<file path="src/rtl/fifo_queue_flags_if.sv">
`default_nettype none
// ============================================================================
// Module   : fifo_queue_flags_if
// Brief    : Handshake / status bundle between a producer-consumer pair and
//            the flagged FIFO. The master modport is the user side. The slave
//            modport is the FIFO side.
// Revision : 1.0 - initial release
// ============================================================================
interface fifo_queue_flags_if #(
    parameter int DATA_WIDTH = 8,
    parameter int DEPTH      = 16
);
    localparam int AW = $clog2(DEPTH);

    logic                  enq;
    logic                  deq;
    logic [DATA_WIDTH-1:0] din;
    logic [DATA_WIDTH-1:0] dout;
    logic                  full;
    logic                  empty;
    logic                  almost_full;
    logic                  almost_empty;
    logic [AW:0]           count;
    logic                  overflow;
    logic                  underflow;

    modport master (
        output enq, deq, din,
        input  dout, full, empty, almost_full, almost_empty, count,
               overflow, underflow
    );

    modport slave (
        input  enq, deq, din,
        output dout, full, empty, almost_full, almost_empty, count,
               overflow, underflow
    );
endinterface
`default_nettype wire

</file>
<file path="src/rtl/fifo_queue_flags.sv">
`default_nettype none
// ============================================================================
// Module   : fifo_queue_flags
// Brief    : Single-clock FIFO with occupancy count, almost-full/almost-empty
//            thresholds and one-cycle overflow/underflow pulses. When the FIFO
//            is full, an enq and a deq in the same cycle are both accepted.
//            Define FIFO_FWFT_EN to select first-word-fall-through read data.
//            With the macro undefined, read data is registered with a
//            one-cycle latency.
// Revision : 1.0 - initial release
// ============================================================================
module fifo_queue_flags #(
    parameter int DATA_WIDTH = 8,
    parameter int DEPTH      = 16,
    parameter int AF_LEVEL   = 14,
    parameter int AE_LEVEL   = 2
) (
    input  wire logic         clk,
    input  wire logic         rst,
    fifo_queue_flags_if.slave q
);
    localparam int AW = $clog2(DEPTH);

    localparam logic [AW:0]   c_depth   = (AW+1)'(DEPTH);
    localparam logic [AW:0]   c_af      = (AW+1)'(AF_LEVEL);
    localparam logic [AW:0]   c_ae      = (AW+1)'(AE_LEVEL);
    localparam logic [AW-1:0] c_ptr_one = AW'(1);

    logic [DATA_WIDTH-1:0] r_mem [DEPTH];
    logic [AW-1:0]         r_wr_ptr;
    logic [AW-1:0]         r_rd_ptr;
    logic [AW:0]           r_count;
    logic                  r_full;
    logic                  r_empty;
    logic                  r_almost_full;
    logic                  r_almost_empty;
    logic                  r_overflow;
    logic                  r_underflow;

    logic                  w_rd_ok;
    logic                  w_wr_ok;
    logic [AW:0]           w_count_next;

    // Accept decisions. A read frees a slot, so a full FIFO still takes a
    // write when a read is accepted in the same cycle.
    always_comb begin
        w_rd_ok      = q.deq & ~r_empty;
        w_wr_ok      = q.enq & (~r_full | w_rd_ok);
        w_count_next = r_count + (AW+1)'(w_wr_ok) - (AW+1)'(w_rd_ok);
    end

    // Storage array. It is not reset, so contents survive rst.
    always_ff @(posedge clk) begin
        if (w_wr_ok && !rst) begin
            r_mem[r_wr_ptr] <= q.din;
        end
    end

    // Pointers, occupancy, and flags. The flags are derived from the next count.
    always_ff @(posedge clk) begin
        if (rst) begin
            r_wr_ptr       <= '0;
            r_rd_ptr       <= '0;
            r_count        <= '0;
            r_full         <= 1'b0;
            r_empty        <= 1'b1;
            r_almost_full  <= 1'b0;
            r_almost_empty <= 1'b1;
            r_overflow     <= 1'b0;
            r_underflow    <= 1'b0;
        end else begin
            if (w_wr_ok) begin
                r_wr_ptr <= r_wr_ptr + c_ptr_one;
            end
            if (w_rd_ok) begin
                r_rd_ptr <= r_rd_ptr + c_ptr_one;
            end
            r_count        <= w_count_next;
            r_full         <= (w_count_next == c_depth);
            r_empty        <= (w_count_next == '0);
            r_almost_full  <= (w_count_next >= c_af);
            r_almost_empty <= (w_count_next <= c_ae);
            r_overflow     <= q.enq & ~w_wr_ok;
            r_underflow    <= q.deq & ~w_rd_ok;
        end
    end

`ifdef FIFO_FWFT_EN
    // The head word is shown combinationally from the registered state.
    // An empty FIFO shows zero.
    assign q.dout = r_empty ? '0 : r_mem[r_rd_ptr];
`else
    logic [DATA_WIDTH-1:0] r_dout;

    // Registered read. The head word is captured on an accepted read, and the
    // value is held otherwise.
    always_ff @(posedge clk) begin
        if (rst) begin
            r_dout <= '0;
        end else if (w_rd_ok) begin
            r_dout <= r_mem[r_rd_ptr];
        end
    end

    assign q.dout = r_dout;
`endif

    assign q.full         = r_full;
    assign q.empty        = r_empty;
    assign q.almost_full  = r_almost_full;
    assign q.almost_empty = r_almost_empty;
    assign q.count        = r_count;
    assign q.overflow     = r_overflow;
    assign q.underflow    = r_underflow;

endmodule
`default_nettype wire
</file>
<file path="src/flat_wrapper.sv">
// flat-port wrapper written by rule: the top's interface ports become plain ports
module fifo_queue_flags_flat 
#(
    parameter int DATA_WIDTH = 8,
    parameter int DEPTH      = 16,
    parameter int AF_LEVEL   = 14,
    parameter int AE_LEVEL   = 2
)
  (clk, rst, q_enq, q_deq, q_din, q_dout, q_full, q_empty, q_almost_full, q_almost_empty, q_count, q_overflow, q_underflow);
  fifo_queue_flags_if #(.DATA_WIDTH(DATA_WIDTH), .DEPTH(DEPTH)) q_i ();
  input  wire logic clk;
  input  wire logic rst;
  input wire logic [$bits(q_i.enq)-1:0] q_enq;
  input wire logic [$bits(q_i.deq)-1:0] q_deq;
  input wire logic [$bits(q_i.din)-1:0] q_din;
  output wire logic [$bits(q_i.dout)-1:0] q_dout;
  output wire logic [$bits(q_i.full)-1:0] q_full;
  output wire logic [$bits(q_i.empty)-1:0] q_empty;
  output wire logic [$bits(q_i.almost_full)-1:0] q_almost_full;
  output wire logic [$bits(q_i.almost_empty)-1:0] q_almost_empty;
  output wire logic [$bits(q_i.count)-1:0] q_count;
  output wire logic [$bits(q_i.overflow)-1:0] q_overflow;
  output wire logic [$bits(q_i.underflow)-1:0] q_underflow;
  assign q_i.enq = q_enq;
  assign q_i.deq = q_deq;
  assign q_i.din = q_din;
  assign q_dout = q_i.dout;
  assign q_full = q_i.full;
  assign q_empty = q_i.empty;
  assign q_almost_full = q_i.almost_full;
  assign q_almost_empty = q_i.almost_empty;
  assign q_count = q_i.count;
  assign q_overflow = q_i.overflow;
  assign q_underflow = q_i.underflow;
  fifo_queue_flags #(.DATA_WIDTH(DATA_WIDTH), .DEPTH(DEPTH), .AF_LEVEL(AF_LEVEL), .AE_LEVEL(AE_LEVEL)) u_core (.clk(clk), .rst(rst), .q(q_i));
endmodule
</file>
<file path="config.mk">
export PLATFORM = sky130hd
export DESIGN_NAME = fifo_queue_flags_flat
export DESIGN_NICKNAME = d
export VERILOG_FILES = /design/src/rtl/fifo_queue_flags_if.sv /design/src/rtl/fifo_queue_flags.sv /design/src/flat_wrapper.sv
export SDC_FILE = /design/constraint.sdc
export NUM_CORES = 1
export LEC_CHECK = 0
export BUFFER_PORTS_ARGS = -buffer_cell sky130_fd_sc_hd__buf_2
export CORE_MARGIN = 1
export CORE_UTILIZATION = 54
export CTS_CLUSTER_DIAMETER = 120
export DETAILED_ROUTE_END_ITERATION = 7
export GPL_TIMING_DRIVEN = 0
export PLACE_DENSITY = 0.7
export SYNTH_ARGS = -nofsm -noshare
export SYNTH_HDL_FRONTEND = slang
export SYNTH_SLANG_ARGS = --single-unit
</file>
<file path="constraint.sdc">
create_clock -name clk -period 2.7 [get_ports clk]
set_clock_uncertainty 0.2 [all_clocks]
set_input_delay 0.27 -clock clk [delete_from_list [all_inputs] [get_ports clk]]
set_output_delay 0.27 -clock clk [all_outputs]
set_load 0.1 [all_outputs]
</file>
# Word level (Yosys, flattened, before mapping)
# Memory sizes are Yosys's and may differ from the RTL's. A register that Yosys moved wholly into a read port is not among the register bits.
# Cells that the tools add are included.
[classes]
add_sub_neg = 4
order_cmp = 2
n_eq_ne = 1
n_mux = 2
n_bitwise = 9
reduce_logical = 3
[ops]
columns = ["operator", "n"]
rows = [
  ["adder 4 x 1 -> 4 bit (second input constant)", 2],
  ["adder 5 x 1 -> 5 bit", 1],
  ["== test 5 bit (second input constant)", 1],
  ["greater-or-equal comparator 5 x 4 -> 1 bit (second input constant)", 1],
  ["<= comparator 5 x 2 -> 1 bit (second input constant)", 1],
  ["logical NOT 5 bit", 1],
  ["subtractor 5 x 1 -> 5 bit", 1],
  ["bitwise AND 1 bit", 4],
  ["NOT 1 bit", 4],
  ["2-to-1 mux 1 bit", 2],
  ["logical AND 1 bit", 1],
  ["logical NOT 1 bit", 1],
  ["OR 1 bit", 1],
]
[word_totals]
register_bits = 19
ramBits = 128
output_inout_bits = 19
wordCells = 31
mem_count = 1
[mem_list]
columns = ["memory", "words", "word_bits", "rd", "rd_ports_with_merged_regs", "write_ports", "line_no", "rtl"]
rows = [
  ["u_core.r_mem", 16, 8, 1, 1, 1, "fifo_queue_flags.sv:29", "logic [DATA_WIDTH-1:0] r_mem [DEPTH];"],
]

# Depth between registers and ports, before layout
# Gate-level depths: netlist (run 1).
[depth]
ltp_word = 7
depth_mapped = 10

# Worst setup path after synthesis (run 1)
# No wires, ideal clock.
[synth_path]
path_type = "reg-to-reg"
startpoint = "reg u_core.r_empty, in the netlist u_core.q.empty"
endpoint = "reg u_core.r_full, in the netlist u_core.q.full"
arrival_time_ps = 3228
required_ps = 2420
path_slack_ps = -808
stages_incl_launch_ff = 11
n_path_buf = 0
synth_period_minus_slack_ps = 3508
cell_sequence = "dfxtp_1 -> nand2b_1 -> clkinv_1 -> ha_1 -> inv_1 -> ha_1 -> fa_1 -> a21o_1 -> a21oi_1 -> mux2i_1 -> nor3b_1"
[synth_via]
elab_chain_len = 7
[synth_lines]
columns = ["element", "line_no", "rtl"]
rows = [
  ["start: declaration", "fifo_queue_flags.sv:34", "logic r_empty;"],
  ["start signal: assignment", "fifo_queue_flags.sv:80", "r_empty <= (w_count_next == '0);"],
  ["NOT 1 bit *", "fifo_queue_flags.sv:47", "w_rd_ok = q.deq & ~r_empty;"],
  ["bitwise AND 1 bit *", "fifo_queue_flags.sv:47", ""],
  ["named net u_core.w_rd_ok", "fifo_queue_flags.sv:40", "logic w_rd_ok;"],
  ["OR 1 bit", "fifo_queue_flags.sv:48", "w_wr_ok = q.enq & (~r_full | w_rd_ok);"],
  ["bitwise AND 1 bit", "fifo_queue_flags.sv:48", ""],
  ["adder 5 x 1 -> 5 bit", "fifo_queue_flags.sv:49", "w_count_next = r_count + (AW+1)'(w_wr_ok) - (AW+1)'(w_rd_ok);"],
  ["subtractor 5 x 1 -> 5 bit *", "fifo_queue_flags.sv:49", ""],
  ["== test 5 bit *", "fifo_queue_flags.sv:79", "r_full <= (w_count_next == c_depth);"],
  ["end signal: assignment", "fifo_queue_flags.sv:79", ""],
  ["end: declaration", "fifo_queue_flags.sv:33", "logic r_full;"],
]
# Mark *: on every way through the listed nets, which the timed path passes. The rest lies on a longest branch.
# A chain may end at the register's enable or synchronous reset.

# Final worst setup path (run 1)
# Same ends and word-level chain as after synthesis.

==> flow_metrics.tcl, run 1 <==
set metrics [dict create \
    status "complete, no violations" \
    setup_viol 0 \
    grt_use_total 0.231 \
    critPathRequiredTime_ps 2830 \
    final_net_count 430 \
    setup_ws_ps 109 \
    ant_nets 0 \
    yosys.cell_types.count 38 \
    power_density_nw_per_um2 921 \
    clockBufferDepth 2 \
    fmax_mhz 386 \
    start_kind "flip-flop" \
    netlist_area_sq_um 6170 \
    final_common_cell "edfxtp_1" \
    r2r-end "u_core.q.full" \
    finalHoldViolCount 0 \
    crit_path_end_kind "flip-flop" \
    worstPathCellList "nand2b_4 -> inv_8 -> ha_4 -> inv_2 -> ha_4 -> fa_2 -> a21o_1 -> a21oi_2 -> mux2i_2 -> nor3b_2" \
    p_clk_frac 0.360 \
    worstSkewPairLatency_ps 410 \
    path_clk_slew_ps 60 \
    synth.top_cell.area_share 0.623 \
    vdd_drop_max_uv 845 \
    drive_above_1_share 0.264 \
    worstHoldEndpoint "u_core.r_mem[7][6]" \
    cp_data_arrival_time_ps 2720 \
    num_rows 38 \
    htreeDepth 4 \
    drc_errors 0 \
    worstHoldStart "q_din[6]" \
    whs_path_depth 1 \
    netlist_instances 353 \
    cp_common_cell "ha_4" \
    viasPerCell 5.83 \
    crit_type "reg2reg" \
    crit_fanout 9 \
    drv_cap 0 \
    power_frac_seq 0.417 \
    syn-mean-instance-area_sq_um 17.5 \
    core_sq_um 11000 \
    r2r_slack_ps 110 \
    slew-limit-headroom 0.315 \
    min_period_ps 2590 \
    synth.net_count 376 \
    fillers 739 \
    clock-sinks 155 \
    antenna_found_initial 0 \
    yosysSeqAreaShare 0.711 \
    grt_pass1_vias 3320 \
    synth_area_leaders "edfxtp_1 62%, dfxtp_1 8.8%, mux4_2 5.1%, mux4_1 4.3%, mux2i_1 2.9%" \
    synthFlopType "edfxtp_1" \
    switching_share 0.292 \
    vias 3265 \
    period_share 0.960 \
    seq_area_sq_um 4390 \
    p_int_mw 4.70 \
    crit_buf_inv 2 \
    place_congestion 0.719 \
    die_x_um 109 \
    cts-root-buf "clkbuf_16" \
    drt-initial-drc-count 281 \
    overflow 0 \
    start_util 0.561 \
    die_area_sq_um 11800 \
    cts_buffers 17 \
    firstDrtPassIters 4 \
    tightest_slew_ps 1020 \
    wl_mm 12.1 \
    power_leakage_nw 2.48 \
    combPwrFrac 0.223 \
    portBuffers 29 \
    cts_tree "done" \
    critPathMaxStageDelay_ps 360 \
    ys_ff_latch 155 \
    wl_per_cell_um 21.6 \
    rsz0062_at_grt "no" \
    dpl.hpwl_mm 7.72 \
    critPathTopFamily "adder cells" \
    layout_common_cells "128 x edfxtp_1, 37 x buf_2, 24 x dfxtp_1" \
    synth_top_cell_by_area "edfxtp_1" \
    multi_input_area_sq_um 1710 \
    slew_violations 0 \
    area_growth_pct 17.0 \
    grt_first_pass_wirelength_mm 18.7 \
    die_h_um 109 \
    place_ws_ps -4.32 \
    synth-edff-count 128 \
    holdCritPathClass "in2reg" \
    r2r_cells 10 \
    slowest_stage "fa_2" \
    n_antenna_cell 0 \
    boundaryPins 31 \
    power_switching_mw 1.94 \
    timing.hold.ws_ps 38.4 \
    grt_max_degree 17 \
    async_reset_ff_frac 0 \
    r2r_start "u_core.q.empty" \
    yosysWarnings 0 \
]
[per-stage QoR]
step           power [mW]  std cells   util  setup TNS, ps  area (sq um)
3_5_place_dp         4.24        522  0.596          -13.3          6550
6_report             6.65        560  0.657              0          7210
4_1_cts              6.67        558  0.654              0          7190
5_1_grt              6.88        560  0.657              0          7210
2_1_floorplan        3.97        353      -          -2.01          6220
3_3_place_gp         4.22        522  0.596          -4090          6540
[sequential cells by signal, summed over array words and instances, names as in the netlist]
signal and flops:
u_core.q.underflow 1, u_core.q.full 1, u_core.q.almost_full 1, u_core.r_rd_ptr 4, u_core.q.overflow 1, u_core.q.empty 1
u_core.q.dout 8, u_core.r_wr_ptr 4, u_core.q.count 5, u_core.r_mem 128, u_core.q.almost_empty 1
[worst max-delay path by stage]
stage               cells past startpoint  slack (ps)                  to           start
global route                           10          20       u_core.q.full  u_core.q.empty
floorplan                              10          -2       u_core.q.full  u_core.q.empty
finish                                 10         110       u_core.q.full  u_core.q.empty
detailed placement                     10          -4       u_core.q.full  u_core.q.empty
global placement                        5        -270  u_core.r_mem[1][3]             rst
CTS                                     6          30  u_core.r_mem[2][0]           q_enq
[area by class of cell]
cell class / count / share of cell area
plain buffers: 17 / 0.0140
clock buffers: 21 / 0.0610
clock inverters: 11 / 0.0213
inverters: 11 / 0.00676
multi-input cells: 170 / 0.237
flip-flops and latches: 155 / 0.609
well taps: 140 / 0.0243
repair buffers: 35 / 0.0274
[per-layer routing]
layer | global-route usage | up-vias | part of all wire
met4 | 0.109 | 0 | 0.024
met2 | 0.367 | 112 | 0.50
met3 | 0.0550 | 19 | 0.051
li1 | - | 1489 | -
met5 | 0 | - | 0
met1 | 0.303 | 1645 | 0.43
[power by group through the flow]
stage | registers (mW) | clock network [mW] | logic [mW]
2_1_floorplan | 3.34 | 0 | 0.635
3_3_place_gp | 2.82 | 0 | 1.40
3_5_place_dp | 2.82 | 0 | 1.42
4_1_cts | 2.78 | 2.42 | 1.47
5_1_grt | 2.78 | 2.51 | 1.58
6_report | 2.77 | 2.39 | 1.48
[repair_timing]
action,CTS,global route
hold buffers,3,0
hold endpoints to repair,3,0
setup buffers,1,2
pin swaps,0,1
endpoints found under the setup margin,1,20
resized for setup,1,4
[Yosys cell counts (all sizes together) (2+ instances only)]
master,number
mux2i,18
a21o,2
nand3,2
nor2,22
and2,3
ha,10
buf,12
clkbuf,5
xor2,4
xnor2,6
nor3,5
nand2b,4
o211ai,10
mux4,24
a21oi,4
and3,2
mux2,8
nand2,19
edfxtp,128
inv,10
a22oi,15
dfxtp,27
nor2b,3
[cells by family (layout without fill, tap and decap cells)]
family	after synthesis	count (layout)	share of synthesized area
flops	155	155	0.711
simple gates	64	64	0.0491
mux	50	50	0.138
compound gates	35	35	0.0414
buf+inv	28	95	0.0231
fa+ha+maj	11	11	0.0235
xor+xnor	10	10	0.0142
(Power assumes the default switching activity.)
==> inputs of run 2 (changes only) <==
--- a/config.mk
+++ b/config.mk
@@ -5,13 +5,14 @@
 export SDC_FILE = /design/constraint.sdc
 export NUM_CORES = 1
 export LEC_CHECK = 0
-export BUFFER_PORTS_ARGS = -buffer_cell sky130_fd_sc_hd__buf_2
+export BUFFER_PORTS_ARGS = -buffer_cell sky130_fd_sc_hd__clkbuf_2
 export CORE_MARGIN = 1
 export CORE_UTILIZATION = 54
 export CTS_CLUSTER_DIAMETER = 120
 export DETAILED_ROUTE_END_ITERATION = 7
 export GPL_TIMING_DRIVEN = 0
 export PLACE_DENSITY = 0.7
+export SETUP_SLACK_MARGIN = 0.3
 export SYNTH_ARGS = -nofsm -noshare
 export SYNTH_HDL_FRONTEND = slang
 export SYNTH_SLANG_ARGS = --single-unit
==> run 2 against run 1 <==
Effect of this change: sequential share of layout area down 1.4 points; wire length up 2.9%; hold slack better by 32 ps; critical path type unchanged; via count rose by 0.67%; critical path depth rose by 2.
==> flow_metrics.tcl, run 2 (synthesis results as in run 1) <==
set metrics [dict create \
    area_growth_pct 19.9 \
    crit_type "reg2reg" \
    worstHoldStart "q_din[6]" \
    slew-limit-headroom 0.325 \
    ant_nets 0 \
    cts_buffers 17 \
    path_clk_slew_ps 60 \
    worstSkewPairLatency_ps 420 \
    r2r_cells 12 \
    n_antenna_cell 0 \
    clock-sinks 155 \
    fmax_mhz 386 \
    tightest_slew_ps 1010 \
    final_net_count 439 \
    dp_cells 522 \
    fin_cells 569 \
    overflow 0 \
    largest_register_ff_count 128 \
    wl_mm 12.4 \
    holdCritPathClass "in2reg" \
    die_area_sq_um 11800 \
    setup_ws_ps 111 \
    drt-initial-drc-count 278 \
    place_area_sq_um 6550 \
    cts-root-buf "clkbuf_16" \
    worstHoldEndpoint "u_core.r_mem[14][6]" \
    die_x_um 109 \
    grt_use_total 0.231 \
    final_common_cell "edfxtp_1" \
    antenna_found_initial 0 \
    drc_errors 0 \
    firstDrtPassIters 5 \
    start_util 0.561 \
    crit_path_end_kind "flip-flop" \
    portBuffers 29 \
    place_ws_ps -7.79 \
    htreeDepth 4 \
    critPathRequiredTime_ps 2780 \
    wl_per_cell_um 21.9 \
    regMostFlops "u_core.r_mem" \
    die_h_um 109 \
    drive_above_1_share 0.308 \
    cts_tree "done" \
    status "complete, no violations" \
    r2r_start "u_core.q.empty" \
    viasPerCell 5.78 \
    crit_fanout 3 \
    finalHoldViolCount 0 \
    start_kind "flip-flop" \
    min_period_ps 2590 \
    whs_path_depth 1 \
    grt_first_pass_wirelength_mm 18.7 \
    rsz0062_at_grt "yes" \
    fin_setup_tns_ps 0 \
    power_density_nw_per_um2 926 \
    vdd_drop_max_uv 1040 \
    cp_data_arrival_time_ps 2670 \
    grt_max_degree 17 \
    core_sq_um 11000 \
    dpl.hpwl_mm 7.80 \
    r2r_slack_ps 110 \
    num_rows 38 \
    setup_viol 0 \
    boundaryPins 31 \
    grt_pass1_vias 3278 \
    fillers 725 \
    vias 3287 \
    drv_cap 0 \
    layout_common_cells "128 x edfxtp_1, 29 x clkbuf_2, 23 x dfxtp_1" \
    period_share 0.959 \
    fin_util 0.673 \
    design_area_sq_um 7390 \
    clockBufferDepth 2 \
    power_leakage_nw 2.52 \
    place_congestion 0.739 \
    slew_violations 0 \
    r2r-end "u_core.q.almost_empty" \
]
==> run 2: cell count changes in the layout (fill, tap and decap cells not counted), moves of 2 or more <==
cell / delta
buf_12: +3
buf_2: -30
buf_4: +6
clkbuf_2: +29
clkbuf_8: +2
clkinv_2: -2
nor2_1: -9
nor2_2: +8
nor3_2: -2
nor3_4: +2
==> run 2: worst max-delay path by stage <==
stage | from | end | slack [ps] | cells after the start
global placement | rst | u_core.r_mem[1][0] | -110 | 5
global route | u_core.q.empty | u_core.r_mem[7][0] | 30 | 6
CTS | u_core.q.empty | u_core.q.almost_empty | 150 | 12
finish | u_core.q.empty | u_core.q.almost_empty | 110 | 12
floorplan | u_core.q.empty | u_core.q.full | -2 | 10
detailed placement | u_core.q.empty | u_core.q.almost_empty | -8 | 6
==> run 2: power by group <==
part	leakage [nW]	switching, mW	internal [mW]
clock network	0.302	0.858	1.59
registers	1.38	0.0612	2.71
logic	0.845	1.07	0.550
==> run 2: layer usage <==
layer	part of all wire	vias up	wire length, um	GRT usage
met5	0	-	0	0
met4	0.021	0	263	0.0965
met3	0.054	18	674	0.0508
met2	0.49	99	6070	0.359
met1	0.44	1664	5430	0.318
li1	-	1506	-	-
==> run 2: stage by stage <==
stage	hold slack (ps)	power [mW]
3_3_place_gp	276	4.22
3_5_place_dp	284	4.25
6_report	70.2	6.84
2_1_floorplan	169	3.97
5_1_grt	71.7	7.08
4_1_cts	60.5	6.81
==> run 2: worst max-delay path, stage by stage, from the launching register on <==
cell and delay, ps:
dfxtp_4 350, nand2b_4 140, buf_12 110, inv_8 30
ha_4 240, inv_2 40, ha_4 150, fa_2 340
a21o_1 180, a21oi_2 200, mux2i_2 290, buf_4 160
a2111oi_2 30
==> run 2: layout make-up <==
class	instances	area (sq um)	area share
inverters	11	48.8	0.00660
repair buffers	44	303	0.0410
plain buffers	17	104	0.0141
well taps	140	175	0.0237
clock inverters	9	144	0.0195
clock buffers	23	468	0.0633
flip-flops and latches	155	4390	0.594
multi-input cells	170	1760	0.238
==> run 2: timing repair <==
item,CTS,global route
buffers inserted,9,3
setup endpoints to repair,21,126
hold buffers,3,0
gates resized for setup,7,14
endpoints found under the hold margin,3,0
pin swaps,3,3
